===== config.mk =====
export PLATFORM = sky130hd
export DESIGN_NAME = ofm_tile_collector_flat
export DESIGN_NICKNAME = d
export VERILOG_FILES = /design/src/rtl/ofm_tile_collector_if.sv /design/src/rtl/ofm_tile_collector.sv /design/src/flat_wrapper.sv
export SDC_FILE = /design/constraint.sdc
export NUM_CORES = 1
export LEC_CHECK = 0
export CORE_UTILIZATION = 55
export CTS_BUF_LIST = sky130_fd_sc_hd__clkbuf_16
export CTS_CLUSTER_DIAMETER = 60
export CTS_CLUSTER_SIZE = 25
export DETAILED_ROUTE_END_ITERATION = 6
export DONT_BUFFER_PORTS = 1
export PLACE_DENSITY = 0.73
export SYNTH_ARGS = -nofsm -noshare
export SYNTH_HDL_FRONTEND = slang
export SYNTH_SLANG_ARGS = --single-unit

===== constraint.sdc =====
create_clock -name clk1 -period 3.05 [get_ports clk1]
set_clock_uncertainty 0.1 [all_clocks]
set_input_delay 0.7625 -clock clk1 [delete_from_list [all_inputs] [get_ports clk1]]
set_output_delay 0.7625 -clock clk1 [all_outputs]
set_load 0.03 [all_outputs]

===== src/rtl/ofm_tile_collector_if.sv =====
// Tile hand-off bus between the OFM tile collector and the output memory writer.
// The master presents packed tiles with a valid/ready handshake; the slave accepts them.
interface ofm_tile_collector_if #(
  parameter int TILE_WIDTH = 64
) ();
  logic [TILE_WIDTH-1:0] tile_data;
  logic [15:0]           tile_index;
  logic                  tile_valid;
  logic                  tile_ready;

  modport master (
    output tile_data,
    output tile_index,
    output tile_valid,
    input  tile_ready
  );

  modport slave (
    input  tile_data,
    input  tile_index,
    input  tile_valid,
    output tile_ready
  );
endinterface


===== src/rtl/ofm_tile_collector.sv =====
// Requantizes the serial OFM word stream, packs TILING_SIZE words per tile and buffers
// tiles in a 2-entry FIFO toward the output writer, tracking layer completion and data loss.
module ofm_tile_collector #(
  parameter int DATA_WIDTH  = 16,
  parameter int OUT_WIDTH   = 8,
  parameter int TILING_SIZE = 8,
  parameter int KERNEL_SIZE = 4096
) (
  input  logic                  clk1,
  input  logic                  rst_n,
  input  logic                  clr,
  input  logic [3:0]            shift,
  input  logic [DATA_WIDTH-1:0] ofm,
  input  logic                  valid_data,
  ofm_tile_collector_if.master  tile_bus,
  output logic                  done,
  output logic                  overflow
);

  localparam int TILE_W    = TILING_SIZE * OUT_WIDTH;
  localparam int NUM_TILES = KERNEL_SIZE / TILING_SIZE;
  localparam int WC_W      = (TILING_SIZE > 1) ? $clog2(TILING_SIZE) : 1;

  localparam logic [WC_W-1:0] LAST_WORD = WC_W'(TILING_SIZE - 1);
  localparam logic [15:0]     LAST_TILE = 16'(NUM_TILES - 1);

  localparam logic [1:0] ST_IDLE    = 2'd0;
  localparam logic [1:0] ST_COLLECT = 2'd1;
  localparam logic [1:0] ST_FLUSH   = 2'd2;
  localparam logic [1:0] ST_DONE    = 2'd3;

  // Negative sums clamp to zero (ReLU); positive sums are shifted then saturated.
  function automatic logic [OUT_WIDTH-1:0] requant(input logic [DATA_WIDTH-1:0] word,
                                                   input logic [3:0]            sh);
    logic [DATA_WIDTH-1:0] v;
    begin
      v = word >> sh;
      if (word[DATA_WIDTH-1]) begin
        requant = '0;
      end else if (v[DATA_WIDTH-1:OUT_WIDTH] != '0) begin
        requant = {OUT_WIDTH{1'b1}};
      end else begin
        requant = v[OUT_WIDTH-1:0];
      end
    end
  endfunction

  logic [1:0]        state_r, state_nxt_s;
  logic [WC_W-1:0]   word_cnt_r;
  logic [15:0]       tile_cnt_r;
  logic [TILE_W-1:0] pack_r, new_tile_s;
  logic [TILE_W-1:0] d0_r, d1_r, d0_nxt_s, d1_nxt_s;
  logic [15:0]       i0_r, i1_r, i0_nxt_s, i1_nxt_s;
  logic              v0_r, v1_r, v0_nxt_s, v1_nxt_s;
  logic              drop_s, word_acc_s, tile_done_s, pop_s, late_word_s;
  logic              done_r, overflow_r;
  logic [OUT_WIDTH-1:0] elem_s;

  // Word acceptance and tile completion decode.
  always_comb begin
    word_acc_s  = valid_data && ((state_r == ST_IDLE) || (state_r == ST_COLLECT));
    late_word_s = valid_data && ((state_r == ST_FLUSH) || (state_r == ST_DONE));
    tile_done_s = word_acc_s && (word_cnt_r == LAST_WORD);
    pop_s       = v0_r && tile_bus.tile_ready;
    elem_s      = requant(ofm, shift);
  end

  // Insert the current element into its slot of the tile under construction.
  always_comb begin
    new_tile_s = pack_r;
    for (int k = 0; k < TILING_SIZE; k++) begin
      if (word_cnt_r == WC_W'(k)) begin
        new_tile_s[k*OUT_WIDTH +: OUT_WIDTH] = elem_s;
      end else begin
        new_tile_s[k*OUT_WIDTH +: OUT_WIDTH] = pack_r[k*OUT_WIDTH +: OUT_WIDTH];
      end
    end
  end

  // Shift-register FIFO: slot 0 is always the head so the outputs come straight from flops.
  always_comb begin
    d0_nxt_s = d0_r;
    d1_nxt_s = d1_r;
    i0_nxt_s = i0_r;
    i1_nxt_s = i1_r;
    v0_nxt_s = v0_r;
    v1_nxt_s = v1_r;
    drop_s   = 1'b0;
    case ({tile_done_s, pop_s})
      2'b11: begin
        if (v1_r) begin
          d0_nxt_s = d1_r;
          i0_nxt_s = i1_r;
          d1_nxt_s = new_tile_s;
          i1_nxt_s = tile_cnt_r;
        end else begin
          d0_nxt_s = new_tile_s;
          i0_nxt_s = tile_cnt_r;
        end
      end
      2'b01: begin
        d0_nxt_s = d1_r;
        i0_nxt_s = i1_r;
        v0_nxt_s = v1_r;
        v1_nxt_s = 1'b0;
      end
      2'b10: begin
        if (!v0_r) begin
          d0_nxt_s = new_tile_s;
          i0_nxt_s = tile_cnt_r;
          v0_nxt_s = 1'b1;
        end else if (!v1_r) begin
          d1_nxt_s = new_tile_s;
          i1_nxt_s = tile_cnt_r;
          v1_nxt_s = 1'b1;
        end else begin
          drop_s = 1'b1;
        end
      end
      default: begin
        drop_s = 1'b0;
      end
    endcase
  end

  // Layer sequencing: collect, then drain the FIFO before reporting done.
  always_comb begin
    state_nxt_s = state_r;
    case (state_r)
      ST_IDLE: begin
        if (word_acc_s) begin
          state_nxt_s = ST_COLLECT;
        end else begin
          state_nxt_s = ST_IDLE;
        end
      end
      ST_COLLECT: begin
        if (tile_done_s && (tile_cnt_r == LAST_TILE)) begin
          state_nxt_s = ST_FLUSH;
        end else begin
          state_nxt_s = ST_COLLECT;
        end
      end
      ST_FLUSH: begin
        if (!v0_nxt_s) begin
          state_nxt_s = ST_DONE;
        end else begin
          state_nxt_s = ST_FLUSH;
        end
      end
      ST_DONE: begin
        state_nxt_s = ST_DONE;
      end
      default: begin
        state_nxt_s = ST_IDLE;
      end
    endcase
  end

  // State, counters, packing register and FIFO storage; clr acts exactly like reset.
  always_ff @(posedge clk1) begin
    if (!rst_n || clr) begin
      state_r    <= ST_IDLE;
      word_cnt_r <= '0;
      tile_cnt_r <= 16'd0;
      pack_r     <= '0;
      d0_r       <= '0;
      d1_r       <= '0;
      i0_r       <= 16'd0;
      i1_r       <= 16'd0;
      v0_r       <= 1'b0;
      v1_r       <= 1'b0;
      done_r     <= 1'b0;
      overflow_r <= 1'b0;
    end else begin
      state_r <= state_nxt_s;
      if (word_acc_s) begin
        pack_r     <= new_tile_s;
        word_cnt_r <= tile_done_s ? '0 : word_cnt_r + WC_W'(1);
      end else begin
        pack_r     <= pack_r;
        word_cnt_r <= word_cnt_r;
      end
      // Dropped tiles still advance the count so indices track kernel position.
      if (tile_done_s) begin
        tile_cnt_r <= tile_cnt_r + 16'd1;
      end else begin
        tile_cnt_r <= tile_cnt_r;
      end
      d0_r       <= d0_nxt_s;
      d1_r       <= d1_nxt_s;
      i0_r       <= i0_nxt_s;
      i1_r       <= i1_nxt_s;
      v0_r       <= v0_nxt_s;
      v1_r       <= v1_nxt_s;
      done_r     <= (state_nxt_s == ST_DONE);
      overflow_r <= overflow_r || drop_s || late_word_s;
    end
  end

  assign tile_bus.tile_data  = d0_r;
  assign tile_bus.tile_index = i0_r;
  assign tile_bus.tile_valid = v0_r;
  assign done                = done_r;
  assign overflow            = overflow_r;

endmodule


===== src/flat_wrapper.sv =====
// flat-port wrapper written by rule: the top's interface ports become plain ports
module ofm_tile_collector_flat 
#(
  parameter int DATA_WIDTH  = 16,
  parameter int OUT_WIDTH   = 8,
  parameter int TILING_SIZE = 8,
  parameter int KERNEL_SIZE = 4096
)
  (clk1, rst_n, clr, shift, ofm, valid_data, done, overflow, tile_bus_tile_data, tile_bus_tile_index, tile_bus_tile_valid, tile_bus_tile_ready);
  ofm_tile_collector_if #(.TILE_WIDTH((64))) tile_bus_i ();
  input  logic clk1;
  input  logic rst_n;
  input  logic clr;
  input  logic [3:0] shift;
  input  logic [DATA_WIDTH-1:0] ofm;
  input  logic valid_data;
  output logic done;
  output logic overflow;
  output wire logic [$bits(tile_bus_i.tile_data)-1:0] tile_bus_tile_data;
  output wire logic [$bits(tile_bus_i.tile_index)-1:0] tile_bus_tile_index;
  output wire logic [$bits(tile_bus_i.tile_valid)-1:0] tile_bus_tile_valid;
  input wire logic [$bits(tile_bus_i.tile_ready)-1:0] tile_bus_tile_ready;
  assign tile_bus_tile_data = tile_bus_i.tile_data;
  assign tile_bus_tile_index = tile_bus_i.tile_index;
  assign tile_bus_tile_valid = tile_bus_i.tile_valid;
  assign tile_bus_i.tile_ready = tile_bus_tile_ready;
  ofm_tile_collector #(.DATA_WIDTH(DATA_WIDTH), .OUT_WIDTH(OUT_WIDTH), .TILING_SIZE(TILING_SIZE), .KERNEL_SIZE(KERNEL_SIZE)) u_core (.clk1(clk1), .rst_n(rst_n), .clr(clr), .shift(shift), .ofm(ofm), .valid_data(valid_data), .tile_bus(tile_bus_i), .done(done), .overflow(overflow));
endmodule

==> impl_metrics.sql <==
INSERT INTO impl_metrics (metric_group, metric, value, unit) VALUES
('run_status', 'run_status', 'finished clean', ''),
('pwr', 'power.ir.vdd_worst', '0.4498', 'mV'),
('setup_path', 'critical_path_peak_fanout', '13', ''),
('pwr', 'power_leakage', '4.693', 'nW'),
('cts', 'tritoncts', 'built', ''),
('final_layout', 'drive_gt1_frac', '0.1099', ''),
('cts', 'cts.sinks', '249', ''),
('synth', 'post_synth_fa_ha_maj_area_fraction', '0.01139', ''),
('cts', 'clock_tree.htree_level_count', '1', ''),
('synth', 'mappedNetlistArea', '12080', 'um^2'),
('final_layout', 'sequential_cell_area', '4985', 'um^2'),
('die', 'fp.dieArea', '22570', 'um^2'),
('route', 'initialDrtViolationCount', '1023', ''),
('pwr', 'comb_power_share', '0.062', ''),
('setup_path', 'critical_path.max_stage_delay', '0.41', 'ns'),
('place', 'numPlacedInstances', '1719', ''),
('pwr', 'power.density_cell_area', '481.5', 'nW/um^2'),
('synth', 'netlist.top_cell.by_area', 'dfxtp_1', ''),
('setup_path', 'timing.critical_path.slowest_stage_cell', 'ha_1', ''),
('synth', 'synth_compound_area_frac', '0.2798', ''),
('setup_path', 'reg2reg_from', 'u_core.word_cnt_r[0]', ''),
('timing', 'fin_hold_ws', '0.3517', 'ns'),
('synth', 'post_synth_num_cell_types', '71', ''),
('timing', 'maxClockFrequency', '0.3573', 'GHz'),
('final_layout', 'nFillCells', '1849', ''),
('die', 'rows', '53', ''),
('synth', 'synth_top_area_share', '0.4125', ''),
('timing', 'timing.setup.tns', '0', 'ns'),
('die', 'die-height', '150.2', 'um'),
('cts', 'cts.root.buffer_cell', 'clkbuf_16', ''),
('route', 'dr_total_vias', '11541', ''),
('synth', 'yosysWarningCount', '0', ''),
('timing', 'setup_violations', '0', ''),
('setup_path', 'path_cells', 'ha_1 -> ha_1 -> nand3b_1 -> ha_1 -> nand2_1 -> o21ai_1 -> buf_4 -> nor3_1 -> a222oi_1 -> a21oi_1', ''),
('route', 'routed_via_density', '6.565', ''),
('final_layout', 'nets', '1505', ''),
('route', 'wirelength', '36.98', 'mm'),
('worst_hold_path', 'min-delay-start', 'u_core.i1_r[4]', ''),
('synth', 'syn_area_per_cell', '8.072', 'um^2'),
('synth', 'synth.ff_latch_count', '249', ''),
('timing', 'post-route-period-util', '0.9176', ''),
('timing', 'period_minus_slack', '2.799', 'ns'),
('die', 'floorplan.initialDensity', '0.5677', ''),
('cts', 'clk_pin_slew', '0.08', 'ns'),
('synth', 'synthesis.instances', '1497', ''),
('setup_path', 'worst_ep_required_time', '3.34', 'ns'),
('global_routing', 'grt_usage', '0.3218', ''),
('cts', 'ctsLongestPathBuffers', '3', ''),
('setup_path', 'timing_worst_setup_path_type', 'flip-flop to flip-flop', ''),
('setup_path', 'path_common_cell', 'ha_1', ''),
('global_routing', 'gr-total-overflow', '0', ''),
('die', 'top_level_ports', '108', ''),
('global_routing', 'grt_first_pass_wirelength', '57.21', 'mm'),
('final_layout', 'finish.instance_area', '13380', 'um^2'),
('route', 'route.antenna.remaining_nets', '0', ''),
('final_layout', 'multiInputGateArea', '6546', 'um^2'),
('final_layout', 'insertedDiodeCount', '0', ''),
('cts', 'cts_post_setup_buffers_inserted', '0', ''),
('cts', 'inserted_clock_buffers', '23', ''),
('synth', 'count_of_flip_flops_with_a_built_in_enable_after_synthesis', '0', ''),
('setup_path', 'end_kind', 'flip-flop', ''),
('synth', 'synth_mux_area_frac', '0.06099', ''),
('synth', 'sequential_fraction_of_the_synthesis_area', '0.4125', ''),
('global_routing', 'vias_in_the_first_global_route', '10319', ''),
('timing', 'worst_slew_pin_slew', '0.8498', 'ns'),
('synth', 'synth_top_cells_by_area', 'dfxtp_1, a21oi_1, nand2_1', ''),
('die', 'core_area', '21290', 'um^2'),
('global_routing', 'grt_start_max_net_pins', '83', ''),
('timing', 'relSlewSlack', '0.4335', ''),
('setup_path', 'r2r.worst_path.cells', '10', ''),
('final_layout', 'final_cell_count_no_fill', '1758', '');
-- layer usage --
metal,track usage,up-vias,part of all wire
li1,-,5414,-
met1,0.4412,5490,0.43
met2,0.4935,550,0.44
met3,0.06242,87,0.089
met4,0.1338,0,0.038
met5,0,-,0
-- stage by stage --
| step | setup slack (ns) | util |
|---|---|---|
| 2_1_floorplan | 0.02876 | - |
| 3_3_place_gp | 0.2169 | 0.5955 |
| 3_5_place_dp | 0.1660 | 0.5955 |
| 4_1_cts | 0.2920 | 0.6285 |
| 5_1_grt | 0.1189 | 0.6285 |
| 6_report | 0.2512 | 0.6285 |
-- cells in the mapped netlist (23+ instances only) --
library cell	instances
mux2i_1	41
nand3_1	73
o21ai_0	157
nand2_1	220
nor2_1	94
a221oi_1	34
nor3_1	33
a21oi_1	165
a31oi_1	23
o22ai_1	38
dfxtp_1	249
clkbuf_1	104
-- power by group through the flow --
stage	registers, mW	logic, mW	clock network, mW
6_report	3.26	0.400	2.78
5_1_grt	3.26	0.416	2.95
4_1_cts	3.26	0.390	2.82
3_5_place_dp	3.33	0.388	0
3_3_place_gp	3.33	0.385	0
2_1_floorplan	3.33	0.271	0
-- worst max-delay path: cells and delay by family, from the launching register on --
kind                       cells  cell delay (ns)
adders and majority gates      3             0.78
AOI/OAI and AO/OA              3             0.73
DFF                            1             0.40
and+or+nand+nor                3             0.34
buffers and inverters          1             0.30
-- worst max-delay path by stage --
stage                    startpoint                       endpoint  slack [ns]  cells after the start
2_1_floorplan            valid_data  u_core.tile_bus.tile_data[46]        0.03                     12
3_3_place_gp               shift[0]                 u_core.d1_r[9]        0.22                      6
3_5_place_dp               shift[0]              u_core.pack_r[25]        0.17                      6
4_1_cts        u_core.word_cnt_r[0]  u_core.tile_bus.tile_data[54]        0.29                     10
5_1_grt        u_core.word_cnt_r[0]  u_core.tile_bus.tile_data[28]        0.12                     12
6_report       u_core.word_cnt_r[0]  u_core.tile_bus.tile_data[54]        0.25                     10
-- layout by cell type (no fill, tap or decap), drive strengths merged, types with 6 or more instances in the layout --
| master | count |
|---|---|
| xor2 | 8 |
| a2bb2oi | 6 |
| inv | 20 |
| ha | 11 |
| or3 | 10 |
| o21ai | 164 |
| dfxtp | 249 |
| nand2 | 221 |
| o22ai | 38 |
| o211ai | 7 |
| o41ai | 6 |
| nand4 | 6 |
| mux4 | 14 |
| and2 | 6 |
| a21oi | 166 |
| nor2 | 94 |
| nand3 | 74 |
| nor2b | 14 |
| a31oi | 27 |
| a311oi | 10 |
| a221oi | 34 |
| nor3 | 33 |
| a211oi | 22 |
| clkinv | 8 |
| and3 | 14 |
| a21o | 11 |
| clkbuf | 23 |
| buf | 82 |
| mux2i | 41 |
-- kinds of logic (layout without fill, tap and decap cells) --
kind of cell    after synthesis  count (layout)
fa+ha+maj                    11              11
xor+xnor                     11              11
flops                       249             249
mux                          56              56
compound gates              536             536
simple gates                486             486
buf+inv                     148             134
-- registers in the layout, indices dropped and copies added (netlist names), 2 cells and up --
register                    count
u_core.d1_r                    64
u_core.i1_r                    16
u_core.pack_r                  64
u_core.state_r                  2
u_core.tile_bus.tile_data      64
u_core.tile_bus.tile_index     16
u_core.tile_cnt_r              16
u_core.word_cnt_r               3
-- layout make-up --
| class | instances | area share |
|---|---|---|
| inverters | 13 | 0.003647 |
| flip-flops and latches | 249 | 0.3726 |
| clock inverters | 16 | 0.009445 |
| well taps | 275 | 0.02572 |
| repair buffers | 82 | 0.05630 |
| clock buffers | 23 | 0.04302 |
| multi-input cells | 1100 | 0.4893 |
(Power assumes the default switching activity.)
